## src/rtl/seq_shift_add_multiplier.sv

```systemverilog
`default_nettype none
// ============================================================================
// seq_shift_add_multiplier : N-cycle shift-and-add unsigned multiplier
// Revision 1.0
// ============================================================================
module seq_shift_add_multiplier #(
  parameter int N = 8
) (
  input  logic           clk,
  input  logic           rst_n,
  input  logic           start,
  input  logic [N-1:0]   a,
  input  logic [N-1:0]   b,
  output logic           busy,
  output logic           done,
  output logic [2*N-1:0] product
);

  localparam int            CW     = (N > 1) ? $clog2(N) : 1;
  localparam logic [CW-1:0] C_LAST = CW'(N - 1);

  typedef enum logic [1:0] {
    IDLE = 2'd0,
    CALC = 2'd1,
    DONE = 2'd2
  } state_t;

  state_t         state;
  state_t         state_next;

  logic [N-1:0]   mcand;
  logic [2*N-1:0] p;
  logic [2*N-1:0] p_next;
  logic [CW-1:0]  cnt;

  logic           load;
  logic           step;
  logic           last;

  logic [N-1:0]   addend;
  logic [N-1:0]   sum;
  logic [N:0]     carry;

  // Multiplicand is only added when the current multiplier LSB is set.
  assign addend   = p[0] ? mcand : '0;
  assign carry[0] = 1'b0;

  for (genvar i = 0; i < N; i++) begin : g_rca
    assign sum[i]     = p[N+i] ^ addend[i] ^ carry[i];
    assign carry[i+1] = (p[N+i] & addend[i]) | (p[N+i] & carry[i]) | (addend[i] & carry[i]);
  end

  // Carry-out re-enters at the top so the running sum never overflows 2N bits.
  assign p_next = {carry[N], sum, p[N-1:1]};

  always_ff @(posedge clk) begin
    if (!rst_n) begin
      state <= IDLE;
    end else begin
      state <= state_next;
    end
  end

  always_comb begin
    state_next = state;
    load       = 1'b0;
    step       = 1'b0;
    last       = 1'b0;
    case (state)
      IDLE: begin
        if (start) begin
          load       = 1'b1;
          state_next = CALC;
        end
      end
      CALC: begin
        step = 1'b1;
        if (cnt == C_LAST) begin
          last       = 1'b1;
          state_next = DONE;
        end
      end
      DONE:    state_next = IDLE;
      default: state_next = IDLE;
    endcase
  end

  always_ff @(posedge clk) begin
    if (!rst_n) begin
      mcand   <= '0;
      p       <= '0;
      cnt     <= '0;
      product <= '0;
    end else if (load) begin
      mcand <= a;
      p     <= {{N{1'b0}}, b};
      cnt   <= '0;
    end else if (step) begin
      p <= p_next;
      // Counter parks on its final value instead of wrapping past N-1.
      if (last) begin
        product <= p_next;
      end else begin
        cnt <= cnt + 1'b1;
      end
    end
  end

  assign busy = (state == CALC);
  assign done = (state == DONE);

endmodule
`default_nettype wire
```

## config.mk

```make
export PLATFORM = sky130hd
export DESIGN_NAME = seq_shift_add_multiplier
export DESIGN_NICKNAME = d
export VERILOG_FILES = /design/src/rtl/seq_shift_add_multiplier.sv
export SDC_FILE = /design/constraint.sdc
export NUM_CORES = 1
export LEC_CHECK = 0
export ABC_AREA = 1
export CAP_MARGIN = 30
export CORE_MARGIN = 2
export CORE_UTILIZATION = 35
export CTS_CLUSTER_SIZE = 14
export DETAILED_ROUTE_END_ITERATION = 8
export GPL_ROUTABILITY_DRIVEN = 0
export GPL_TIMING_DRIVEN = 0
export HOLD_SLACK_MARGIN = 0.15
export SLEW_MARGIN = 20
export SYNTH_ARGS = -nofsm -noshare
export SYNTH_HDL_FRONTEND = slang
export SYNTH_SLANG_ARGS = --single-unit
```

## constraint.sdc

```tcl
create_clock -name clk -period 9.8 [get_ports clk]
set_input_delay 2.94 -clock clk [delete_from_list [all_inputs] [get_ports clk]]
set_output_delay 2.94 -clock clk [all_outputs]
set_load 0.03 [all_outputs]
```

## Word-level counts from Yosys, hierarchy flattened

Cells that the tools add are included.
W data, S select, Z words.

| storage, ports and cells | value |
|---|---|
| register bits | 45 |
| input bits | 19 |
| output and inout bits | 18 |
| word-level logic and storage cells | 83 |

| cells by class | value |
|---|---|
| add/sub/neg operators | 1 |
| equality and inequality tests | 5 |
| multiplexer cells | 11 |
| bitwise operators | 54 |
| reduce and logical (&&, ||, !) cells | 6 |

Operator list:

| operator | count |
|---|---|
| $mux W8 | 3 |
| $and A1 B1 Y1 | 22 |
| $xor A1 B1 Y1 | 15 |
| $or A1 B1 Y1 | 14 |
| $mux W1 | 5 |
| $mux W2 | 2 |
| $pmux W2 S2 | 1 |
| $reduce_and A2 Y1 | 2 |
| $add A3 B1 Y3 const B | 1 |
| $eq A3 B3 Y1 const B | 1 |
| $not A1 Y1 | 3 |
| $reduce_and A3 Y1 | 1 |
| $eq A2 B1 Y1 const B | 1 |
| $eq A2 B2 Y1 const B | 1 |
| $logic_not A2 Y1 | 1 |
| $ne A2 B1 Y1 const B | 1 |
| $ne A2 B2 Y1 const B | 1 |
| $reduce_bool A2 Y1 | 1 |
| $reduce_or A2 Y1 | 1 |

## Depth between registers and ports, before layout

Gate-level depths: netlist of run 1.

| depth | value |
|---|---|
| depth after elaboration | 23 |
| depth in mapped cells | 17 |
| mapped depth without buffers | 16 |

## Worst setup path after synthesis of run 1

No wires, ideal clock.

| path | value |
|---|---|
| kind | reg-to-output |
| start | register state[1] |
| end | output port done |
| arrival | 1.030 ns |
| data required time | 6.860 ns |
| setup slack | 5.830 ns |
| cell stages (with the launch flop) | 3 |
| buffers on the path | 0 |
| path through | dfxtp_1 > inv_2 > nor2_1 |

| on the way | value |
|---|---|
| word-level cells in the longest chain between the ends | 1 |

Ends and longest elaborated chain:

| item | line | source |
|---|---|---|
| start, declared | 28 | `state_t state;` |
| start signal, assigned | 60 | `state <= state_next;` |
| $eq A2 B2 Y1 | 110 | `assign done = (state == DONE);` |
| end, declared | 15 | `output logic done,` |

No other way between the ends.

## Worst setup path after layout of run 1

| path | value |
|---|---|
| start | register state[0] |
| end | output port busy |

| on the way | value |
|---|---|
| word-level cells in the longest chain between the ends | 1 |

Ends and longest elaborated chain:

| item | line | source |
|---|---|---|
| $eq A2 B1 Y1 | 109 | `assign busy = (state == CALC);` |
| end, declared | 14 | `output logic busy,` |

No other way between the ends.

==> qor.csv, run 1 <==
stage,metric,value,unit
run_status,status,"complete, no violations",
drt,Via density,4.48,
clock_tree,Post CTS Setup Buffer Count,0,
die,die height,80.6,µm
synthesis,"area leader, netlist",dfxtp_1,
clock_tree,Clock Tree Buf Depth,2,
global_routing,largest net degree at the start of global routing,14,
clock_tree,TritonCTS clock tree,yes,
critical_path,worst r2r path cells,17,
cells_and_area,final core occ,46.4,%
drt,Iteration-0 DRC Markers,78,
critical_path,Crit path largest cell delay,0.67,ns
die,core area,5570,µm²
critical_path,crit-path cells,buf_6 -> inv_2 -> nor2_8 -> buf_6 -> clkdlybuf4s50_1,
critical_path,Required @ worst endpoint,6.86,ns
critical_path,WP data arrival,1.91,ns
timing,RSZ-0062 raised after global routing,false,
critical_path,worst setup path class,flip-flop to primary output,
timing,final count of hold timing violations,0,
synthesis,sequential element share of the synthesized area,43.9,%
timing,Rel. slew slack,73.2,%
power,Sw Share,24.9,%
synthesis,"top cells by area, synth","dfxtp_1, nand2_1, nand3_1",
cells_and_area,area delta synth->final,25.9,%
power,Int Pwr,270,µW
synthesis,Yosys warnings,0,
critical_path,Crit-path slowest cell,clkdlybuf4s50_1,
clock_tree,Clock Sinks,45,
drt,# DRC,0,
critical_path,crit path capture type,primary output,
timing,Final min period,4.85,ns
synthesis,synthesized instance count,264,
synthesis,Unique masters post-synth,24,
synthesis,Post-Syn Nets,293,
hold_path,WHS Path Cells,2,
timing,f_max,206,MHz
cells_and_area,"commonest non-fill, non-tap cell in the layout",nand2_1,
synthesis,post-synthesis instance area,2050,µm²
timing,period utilisation layout,49.4,%
critical_path,worst-path fanout max,10,
power,LEAKAGE,0.00117,µW
power,pwr dens,139,nW/µm²
timing,worst slew pin tran,0.402,ns
global_routing,Overall Global Routing Usage,13.5,%
placed_design,post-detail-place hpwl,3140,µm
cells_and_area,antenna cell count,0,
die,cell row count,27,
power,clock share of power,35.1,%
drt,Vias,1693,
drt,Antenna Nets Post-Route,0,
clock_tree,CTS buffer count,5,
power,power share of the sequential group,53.6,%
power,Gate power share,11.3,%
global_routing,initial antenna violation count,0,
job,MaxCap Viol Count,0,
timing,final setup vio count,0,
die,die area,6490,µm²
critical_path,R2R Setup Slk,6.01,ns
timing,final worst setup slack,4.95,ns
clock_tree,CTS Hold Bufs,0,
critical_path,CP top delay family,buffers and inverters,
clock_tree,"Reg clk slew, reported paths",0.09,ns
die,initial core utilization,36.8,%
critical_path,reg-to-reg endpoint,p[14],
clock_tree,Worst-Skew Late Latency,0.30,ns
critical_path,Worst path depth,5,
power,"IR drop worst, VDD",58.5,µV
synthesis,syn_area_per_cell,7.77,µm²
placed_design,PortBufs,34,
global_routing,first-pass GRT wire length,6690,µm
critical_path,Worst setup SP type,flip-flop,
cells_and_area,Final Net Count,334,
global_routing,vias in the first global route,1449,
hold_path,Worst Min Path Start,product[13],
synthesis,Yosys reg bits,45,
hold_path,hold endpoint,product[13],
synthesis,Yosys top cell area share,43.9,%
critical_path,reg2reg start,p[0],
placed_design,Place WS,5.28,ns
clock_tree,root buffer cell,clkbuf_8,
power,Switch Pwr,89.4,µW
timing,Setup TNS,0,ns
clock_tree,post-cts resize count,0,
critical_path,CP bufs+invs,4,
cells_and_area,layout cells sized above 1,9.48,%
hold_path,Hold WC Path Type,flip-flop to flip-flop,
drt,routed length per placed instance,11.1,µm
global_routing,grt total ovfl,0,
drt,"wirelength, routed",4210,µm
cells_and_area,most frequent cells in the layout,"nand2_1, dfxtp_1, clkdlybuf4s50_1, nand3_1, inv_1",
drt,TritonRoute pass-1 iters,4,
critical_path,cell mode on critical path,buf_6,
die,I/O pin total,37,
timing,Slew Limit Fails,0,
die,die width,80.6,µm
clock_tree,H-tree levels,2,
timing,clk_skew,0.00729,ns
tightest hold or removal path, delay by kind of cell, from the launching register on:
| family | cells | cell delay [ns] |
|---|---|---|
| AND/OR/NAND/NOR | 2 | 0.11 |
| flip-flops | 1 | 0.31 |
layout make-up:
class / count / area [µm²]
repair buffers: 34 / 340
plain buffers: 11 / 88.8
fillers: 587 / 2990
inverters: 30 / 114
multi-input cells: 178 / 948
flip-flops and latches: 45 / 901
clock buffers: 7 / 96.3
clock inverters: 1 / 5.00
well taps: 72 / 90.1
worst max-delay path by stage:
stage                  start  endpoint  slack [ns]
floorplan           state[1]      done        5.83
global placement    state[0]      busy        5.29
detailed placement  state[0]      busy        5.28
CTS                 state[0]      busy        4.94
global route        state[0]      busy        4.88
finish              state[0]      busy        4.95
kinds of logic (layout without fill, tap and decap cells):
group                      after synthesis  in the layout  share of synthesized area (%)
AOI/OAI and AO/OA                       31             31                           7.74
buffers and inverters                   41             83                           9.88
and+or+nand+nor                        137            137                           29.8
adders and majority gates               10             10                           8.66
DFF                                     45             45                           43.9
sequential cells by signal (all words and copies together) (netlist names):
signal / count
p: 16
product: 16
mcand: 8
cnt: 3
state: 2
power by group through the flow:
stage | logic (µW) | clock network (µW) | registers [µW]
after floorplan | 27.3 | 0 | 196
after global placement | 40.2 | 0 | 197
after detailed placement | 40.8 | 0 | 197
after CTS | 40.9 | 129 | 193
after global routing | 44.9 | 138 | 194
final | 40.5 | 126 | 193
per-layer routing:
layer  share of wire (%)  up-vias  track usage [%]
li1                    -      912                -
met1                  52      739             18.7
met2                  42       35             19.7
met3                 4.1        7             2.70
met4                 1.5        0             7.12
met5                   0        -                0
synthesized netlist by cell type, drive strengths merged:
library cell	number
fa	7
nand3b	1
buf	9
nor2	21
nand2	81
clkinv	2
dfxtp	45
o21ai	15
clkbuf	2
a21oi	16
ha	3
nand3	34
inv	28
stage by stage:
stage	instance area (µm²)	power, µW	instances	hold WS [ns]
detailed placement	2480	238	370	0.458
global placement	2480	237	370	0.450
floorplan	2050	224	264	0.439
CTS	2580	363	378	0.473
finish	2580	360	378	0.468
global route	2580	377	378	0.485
Note: power is estimated with default switching activity, not from simulation.
==> run 2: changes to the inputs <==
==> constraint.sdc (replaced) <==
create_clock -name clk -period 4.9 [get_ports clk]
set_input_delay 1.47 -clock clk [delete_from_list [all_inputs] [get_ports clk]]
set_output_delay 1.47 -clock clk [all_outputs]
set_load 0.03 [all_outputs]
==> results of run 2 <==
The final DEF is identical to that of run 1. Status: complete, no violations.
Among the figures that moved: setup slack after placement 5.28 ns -> 1.10 ns; clock-pin slew on the worst setup and hold paths 0.09 ns -> 0.08 ns; setup slack after layout 4.95 ns -> 1.11 ns; start point of the critical path state[0] -> p[0]; end point of the critical path busy -> p[14]; register-to-register setup slack 6.01 ns -> 1.11 ns; total power 360 µW -> 719 µW; worst IR drop on VDD 58.5 µV -> 117 µV
==> run 3: changes to the inputs <==
==> constraint.sdc (replaced) <==
create_clock -name clk -period 3.5 [get_ports clk]
set_input_delay 1.05 -clock clk [delete_from_list [all_inputs] [get_ports clk]]
set_output_delay 1.05 -clock clk [all_outputs]
set_load 0.03 [all_outputs]
==> run 3 against run 2 <==
Net effect:
- largest power group unchanged
- register-to-register slack worse by 1.0 ns
- sequential share of layout area is 0.52 points lower
- count of clock-buffer cells in the layout stayed put
- combinational power is 42% higher
- die area stayed put
- via count is 2.5% higher
- non-clock buffer count is 1 higher
- total power is 47% higher
- clock skew is 0.0026 ns higher
- cell area is 1.9% higher
- cell count is 0.26% higher
==> qor.csv, run 3 (same netlist as run 1, synthesis figures left out) <==
stage,metric,value,unit,change
die,cell row count,27,,unchanged
critical_path,worst r2r path cells,16,,was 17
drt,Via density,4.58,,was 4.48
critical_path,crit path capture type,flip-flop,,unchanged
global_routing,largest net degree at the start of global routing,14,,unchanged
cells_and_area,Final Cell Area,2630,µm²,was 2580 µm²
clock_tree,CTS Hold Bufs,0,,unchanged
cells_and_area,layout cells sized above 1,14.0,%,was 9.48%
timing,f_max,292,MHz,was 264 MHz
die,die area,6490,µm²,unchanged
power,"IR drop worst, VDD",261,µV,was 117 µV
drt,routed length per placed instance,11.2,µm,was 11.1 µm
drt,# DRC,0,,unchanged
timing,Final min period,3.42,ns,was 3.79 ns
global_routing,grt total ovfl,0,,unchanged
hold_path,WHS Path Cells,2,,unchanged
timing,worst slew pin tran,0.416,ns,was 0.402 ns
power,pwr dens,403,nW/µm²,was 278 nW/µm²
hold_path,Worst Min Path Start,p[10],,was product[13]
placed_design,Place WS,-0.197,ns,was 1.10 ns
die,core area,5570,µm²,unchanged
critical_path,reg2reg start,p[0],,unchanged
cells_and_area,antenna cell count,0,,unchanged
critical_path,Required @ worst endpoint,3.74,ns,was 5.15 ns
drt,Antenna Nets Post-Route,0,,unchanged
clock_tree,H-tree levels,2,,unchanged
global_routing,Overall Global Routing Usage,14.0,%,was 13.5%
cells_and_area,"commonest non-fill, non-tap cell in the layout",nand2_1,,unchanged
die,die width,80.6,µm,unchanged
timing,RSZ-0062 raised after global routing,true,,was false
drt,"wirelength, routed",4250,µm,was 4210 µm
clock_tree,Worst-Skew Late Latency,0.30,ns,about the same
timing,final worst setup slack,0.0757,ns,was 1.11 ns
timing,final setup vio count,0,,unchanged
cells_and_area,Final Net Count,335,,was 334
die,die height,80.6,µm,unchanged
drt,TritonRoute pass-1 iters,4,,unchanged
power,Pwr Total,1060,µW,was 719 µW
cells_and_area,Largest regs,"p (16), product (16), mcand (8)",,unchanged
clock_tree,Clock Sinks,45,,unchanged
power,LEAKAGE,0.00116,µW,was 0.00117 µW
cells_and_area,Fillers,593,,was 587
global_routing,vias in the first global route,1521,,was 1449
die,initial core utilization,36.8,%,unchanged
hold_path,Hold WC Path Type,flip-flop to flip-flop,,unchanged
die,I/O pin total,37,,unchanged
clock_tree,CTS buffer count,5,,unchanged
critical_path,WP data arrival,3.66,ns,was 4.04 ns
critical_path,Worst setup SP type,flip-flop,,unchanged
critical_path,worst-path fanout max,3,,was 9
timing,final count of hold timing violations,0,,unchanged
clock_tree,Clock Tree Buf Depth,2,,unchanged
timing,Hold WS,0.466,ns,was 0.468 ns
drt,Iteration-0 DRC Markers,135,,was 78
hold_path,hold endpoint,p[10],,was product[13]
cells_and_area,most frequent cells in the layout,"nand2_1, dfxtp_1, clkdlybuf4s50_1, nand3_1, inv_1",,unchanged
critical_path,reg-to-reg endpoint,p[14],,unchanged
clock_tree,root buffer cell,clkbuf_8,,unchanged
run_status,status,"complete, no violations",,unchanged
job,MaxCap Viol Count,0,,unchanged
timing,clk_skew,0.00992,ns,was 0.00729 ns
drt,Vias,1736,,was 1693
timing,Slew Limit Fails,0,,unchanged
global_routing,initial antenna violation count,0,,unchanged
placed_design,area post-placement,2490,µm²,was 2480 µm²
timing,Setup TNS,0,ns,unchanged
placed_design,PortBufs,34,,unchanged
clock_tree,TritonCTS clock tree,yes,,unchanged
clock_tree,"Reg clk slew, reported paths",0.08,ns,about the same
critical_path,R2R Setup Slk,0.08,ns,was 1.11 ns
critical_path,worst setup path class,flip-flop to flip-flop,,unchanged
timing,period utilisation layout,97.8,%,was 77.4%
placed_design,post-detail-place hpwl,3220,µm,was 3140 µm
global_routing,first-pass GRT wire length,7020,µm,was 6690 µm
cells_and_area,area delta synth->final,28.4,%,was 25.9%
timing,Rel. slew slack,72.3,%,was 73.2%
==> run 3: per-stage QoR <==
stage                     instances  util (%)
final                           379      47.3
after global placement          370      44.6
after detailed placement        370      44.6
after floorplan                 264         -
after global routing            379      47.3
after CTS                       379      47.2
==> run 3: layout make-up <==
| cell class | instances | area [µm²] | area share, % |
|---|---|---|---|
| clock buffer | 7 | 86.3 | 3.28 |
| sequential | 45 | 905 | 34.3 |
| buffer | 10 | 85.1 | 3.23 |
| clock inverter | 1 | 30.0 | 1.14 |
| multi-input combinational | 178 | 968 | 36.8 |
| timing repair buffer | 36 | 355 | 13.5 |
| tap | 72 | 90.1 | 3.42 |
| inverter | 30 | 114 | 4.32 |
==> run 3: power by group <==
group | leakage, µW | internal, µW | switching, µW | total [µW]
combinational | 0.000738 | 50.8 | 64.2 | 115
sequential | 0.000367 | 529 | 11.4 | 541
clock | 0.0000585 | 233 | 172 | 405
==> run 3: layer usage <==
metal | routed length [µm] | up-vias | share of wire [%] | track usage, %
met3 | 201 | 5 | 4.7 | 2.70
met1 | 2090 | 770 | 49 | 19.5
li1 | - | 913 | - | -
met5 | 0 | - | 0 | 0
met4 | 67 | 0 | 1.6 | 6.10
met2 | 1890 | 48 | 44 | 21.0
==> run 3: critical path, cell delays in order (launching register included) <==
cell and delay, ns:
dfxtp_4 0.35, nand2_1 0.05, inv_1 0.05, ha_2 0.17, fa_2 0.33, inv_2 0.07
fa_2 0.20, inv_2 0.04, fa_2 0.33, fa_2 0.35, fa_2 0.35, fa_2 0.34
inv_2 0.06, fa_1 0.42, o21ai_1 0.16, nand2_1 0.07, inv_1 0.05
==> run 3: worst max path at each step <==
stage	slack, ns	start	cells after the start	to
6_report	0.08	p[0]	16	p[14]
5_1_grt	-0.05	p[0]	16	p[14]
4_1_cts	-0.06	p[0]	16	p[14]
3_5_place_dp	-0.20	p[0]	17	p[14]
3_3_place_gp	-0.14	p[0]	17	p[14]
2_1_floorplan	0.01	p[0]	17	p[14]
==> run 3: what timing repair did <==
item                                    in CTS  in global routing
endpoints found under the setup margin       2                  2
setup buffers                                2                  0
gates cloned                                 0                  0
gates resized for setup                     11                  2
pin swaps                                    7                  8
==> variant 1 (config.mk and constraints of run 2) <==
The parameter `N` goes from 8 to 4.
--- a/src/rtl/seq_shift_add_multiplier.sv
+++ b/src/rtl/seq_shift_add_multiplier.sv
@@ -5,5 +5,5 @@
 // ============================================================================
 module seq_shift_add_multiplier #(
-  parameter int N = 8
+  parameter int N = 4
 ) (
   input  logic           clk,
Interface: changed (resized a, b and product); port bits go from 37 to 21. The function was not compared with the original's and may differ.
==> variant 1 against run 2 <==
- utilization down 1.4 points
- count of clock-buffer cells in the layout down 4
- non-clock buffer count down 23
- clock skew up 3.3 ps
- total power down 53%
- fmax up 19%
- synthesized cell count down 46%
- final area down 48%
- register-to-register slack better by 1700 ps
- via count down 46%
- worst setup slack better by 600 ps
- area after synthesis down 48%
- sequential cell count down 21
- routed wire length down 52%
- largest power group unchanged
- highest routed layer unchanged
==> variant 1: results (changes against run 2) <==
STA
  – Achievable Freq: 314 MHz (was 264 MHz)
  – Final Hold Slack: 477 ps (was 468 ps)

Power
  – P_leak: 0.000597 uW (was 0.00117 uW)
  – Sw power: 85.8 uW (was 179 uW)
  – Power Clock: 84.8 uW (was 252 uW)
  – Power Combinational: 44.1 uW (was 81.0 uW)
  – Combinational Power Share: 13.1% (was 11.3%)
  – Maximum vdd drop: 127 uV (was 117 uV)

CTS
  – Cts bufs inserted: 3 (was 5)
  – H-tree Lvls: 1 (was 2)
  – CTS clk-pin slew, worst paths: 130 ps (was 80 ps)
  – CTS root buf: clkbuf_4 (was clkbuf_8)

Final layout
  – Share of layout cells above drive strength 1: 9.09% (was 9.48%)
  – Biggest registers after layout: p x8, product x8, mcand x4 (was p x16, product x16, mcand x8)
  – Nets@finish: 183 (was 334)

Placement
  – DP HPWL: 1.61 mm (was 3.14 mm)
  – Dpl ws: 2070 ps (was 1100 ps)
  – I/O Buffers: 20 (was 34)
  – Post-Place Cells: 195 (was 370)
  – DP Area: 0.00132 mm2 (was 0.00248 mm2)

Status
  – Status: complete, no violations (unchanged)

Logic synthesis
  – Post-synthesis sequential area ratio: 44.8% (was 43.9%)
  – Area contributors post-synth: dfxtp_1 45%, nand2_1 14%, nand3_1 7.0% (was dfxtp_1 44%, nand2_1 14%, nand3_1 8.0%)
  – Synth top cells by count: 39 x nand2_1, 24 x dfxtp_1, 17 x inv_1, 15 x nand3_1, 12 x nor2_1 (was 77 x nand2_1, 45 x dfxtp_1, 33 x nand3_1, 24 x inv_1, 19 x nor2_1)
  – Syn Nets: 158 (was 293)
  – Syn avg cell area: 7.56 um2 (was 7.77 um2)

Drt
  – DRT iter0 DRCs: 26 (was 78)
  – Routed length on met3: 78 um (was 173 um)
  – Met1 WL: 964 um (was 2.21 mm)
  – Vias: 914 (was 1693)
  – Routed WL: 2.03 mm (was 4.21 mm)
  – Met2 wire len: 977 um (was 1.76 mm)

Critical path
  – Worst EP arrival: 1720 ps (was 4040 ps)
  – Reg2Reg Setup Slack: 2830 ps (was 1110 ps)
  – Max Fanout on Critical Path: 8 (was 9)

Global routing
  – Met3 usage: 3.93% (was 2.70%)
  – Largest net degree at the start of global routing: 13 (was 14)
  – Met2 usage: 21.7% (was 19.7%)
  – GR Util All Layers: 12.6% (was 13.5%)
==> variant 1: final cells by class <==
type	count	area, um2
buffer	2	15.0
clock buffer	3	22.5
fill	296	1640
inverter	20	75.1
multi-input combinational	96	503
sequential	24	480
tap	33	41.3
timing repair buffer	20	200
==> variant 1: worst paths after layout <==
kind,startpoint,to,cells after the start
worst max-delay path,state[0],busy,4
worst min-delay path,product[4],product[4],2
worst max register to register,p[0],p[6],10
worst min register to register,product[4],product[4],2
==> variant 1: kinds of logic (layout without fill, tap and decap cells) <==
| group | Yosys count | in the layout | synth area share, % |
|---|---|---|---|
| flops | 24 | 24 | 44.8 |
| compound gates | 18 | 18 | 8.74 |
| fa+ha+maj | 5 | 5 | 7.93 |
| simple gates | 73 | 73 | 30.2 |
| buf+inv | 22 | 45 | 8.39 |
==> variant 1: worst max-delay path, cell delays in order, from the launching register on <==
cell and delay [ps]:
dfxtp_1 350, buf_6 140, inv_2 50, nor2_4 170, clkdlybuf4s50_1 700
==> variant 2 (flow settings as in run 2) <==
Without the edit above. Put a register stage on the outputs `busy` and `done`, without a reset. The values now appear one clock later. The other outputs are not delayed to match.
--- a/src/rtl/seq_shift_add_multiplier.sv
+++ b/src/rtl/seq_shift_add_multiplier.sv
@@ -107,6 +107,8 @@
   end
 
-  assign busy = (state == CALC);
-  assign done = (state == DONE);
+  always_ff @(posedge clk) begin
+    busy <= (state == CALC);
+    done <= (state == DONE);
+  end
 
 endmodule
Check against the original RTL: not equivalent (Yosys sat finds a counterexample within 4 cycles, from zero or initial values and one cycle with rst_n low).
==> variant 2 against run 2 <==
- routed wire length fell by 0.43%
- total power fell by 1.6%
- combinational power barely moved
- highest routed layer unchanged
- sequential cell count rose by 2
- worst setup slack improved by 21 ps
- sequential share of layout area rose by 1.2 points
- area after synthesis rose by 2.0%
- die area rose by 1.8%
- non-clock buffer count did not move
- fmax rose by 0.57%
- final area rose by 0.92%
==> variant 2: results (changes against run 2) <==
Power
  – P_leak: 0.00117 uW (about the same)
  – Maximum vdd drop: 151 uV (was 117 uV)
  – Sw power: 178 uW (was 179 uW)

Global routing
  – Vias in the first global route: 1697 (was 1449)
  – GR Util All Layers: 14.5% (was 13.5%)

Logic synthesis
  – Syn Nets: 295 (was 293)
  – Complex-gate fraction of the synthesized area: 7.60% (was 7.74%)
  – Post-synthesis sequential area ratio: 45.0% (was 43.9%)
  – Synth top cells by count: 77 x nand2_1, 47 x dfxtp_1, 33 x nand3_1, 24 x inv_1, 19 x nor2_1 (was 77 x nand2_1, 45 x dfxtp_1, 33 x nand3_1, 24 x inv_1, 19 x nor2_1)
  – Syn avg cell area: 7.86 um2 (was 7.77 um2)
  – Post-synth top area share: 45.0% (was 43.9%)
  – Area contributors post-synth: dfxtp_1 45%, nand2_1 14%, nand3_1 7.9% (was dfxtp_1 44%, nand2_1 14%, nand3_1 8.0%)

STA
  – Layout Skew: 8.29 ps (was 7.29 ps)
  – Worst Tran Pin Value: 403 ps (was 402 ps)
  – Final Hold Slack: 467 ps (was 468 ps)

Final layout
  – Area occupied by registers: 941 um2 (was 901 um2)
  – Fill count: 599 (was 587)
  – Share of layout cells above drive strength 1: 8.77% (was 9.48%)

Drt
  – Via density: 4.48 (about the same)
  – DRT iter0 DRCs: 130 (was 78)
  – Routed WL: 4.19 mm (was 4.21 mm)
  – WL/cell: 10.9 um (was 11.1 um)

Critical path
  – Worst EP arrival: 4020 ps (was 4040 ps)

Placement
  – Post-Place Cells: 375 (was 370)
  – DP HPWL: 3.22 mm (was 3.14 mm)
  – Dpl ws: 1100 ps (about the same)

Worst hold path
  – Hold path start: p[10] (was product[13])
  – Hold Path End: p[10] (was product[13])

Status
  – Status: complete, no violations (unchanged)
==> variant 2: worst max path at each step <==
| stage | from | endpoint | slack (ps) | cells past startpoint |
|---|---|---|---|---|
| global placement | p[0] | p[14] | 1160 | 17 |
| detailed placement | p[0] | p[14] | 1100 | 17 |
| floorplan | p[0] | p[14] | 1340 | 17 |
| global route | p[0] | p[14] | 870 | 17 |
| finish | p[0] | p[14] | 1130 | 17 |
| CTS | p[0] | p[14] | 1090 | 17 |
==> variant 2: area by class of cell <==
cell class / instances / area share [%]
Buffer: 11 / 3.41
Sequential cell: 47 / 36.1
Tap cell: 75 / 3.60
Timing Repair Buffer: 34 / 13.1
Clock buffer: 7 / 2.93
Multi-Input combinational cell: 178 / 36.4
Clock inverter: 1 / 0.192
Inverter: 30 / 4.37
==> variant 2: tightest hold or removal path, delay by kind of cell (launching register included) <==
family / cells / cell delay (ps)
flops: 1 / 320
simple gates: 1 / 60
compound gates: 1 / 50
==> variant 2: power groups by stage <==
stage	registers, uW	clock network [uW]	logic [uW]
finish	403	224	80.8
global route	405	246	93.0
CTS	403	231	81.8
detailed placement	412	0	81.6
global placement	412	0	80.7
floorplan	412	0	53.1
==> variant 2: routing by layer <==
metal	GRT usage (%)	up-vias	routed length [um]
met5	0	-	0
met4	4.07	0	51
met3	3.56	6	174
met2	23.0	30	1810
met1	19.7	758	2150
li1	-	920	-
==> variant 2: cell families after synthesis <==
group	after synthesis
AND/OR/NAND/NOR	137
flip-flops	47
adder cells (fa/ha/maj)	10
AO/OA/AOI/OAI	31
buffers and inverters	41
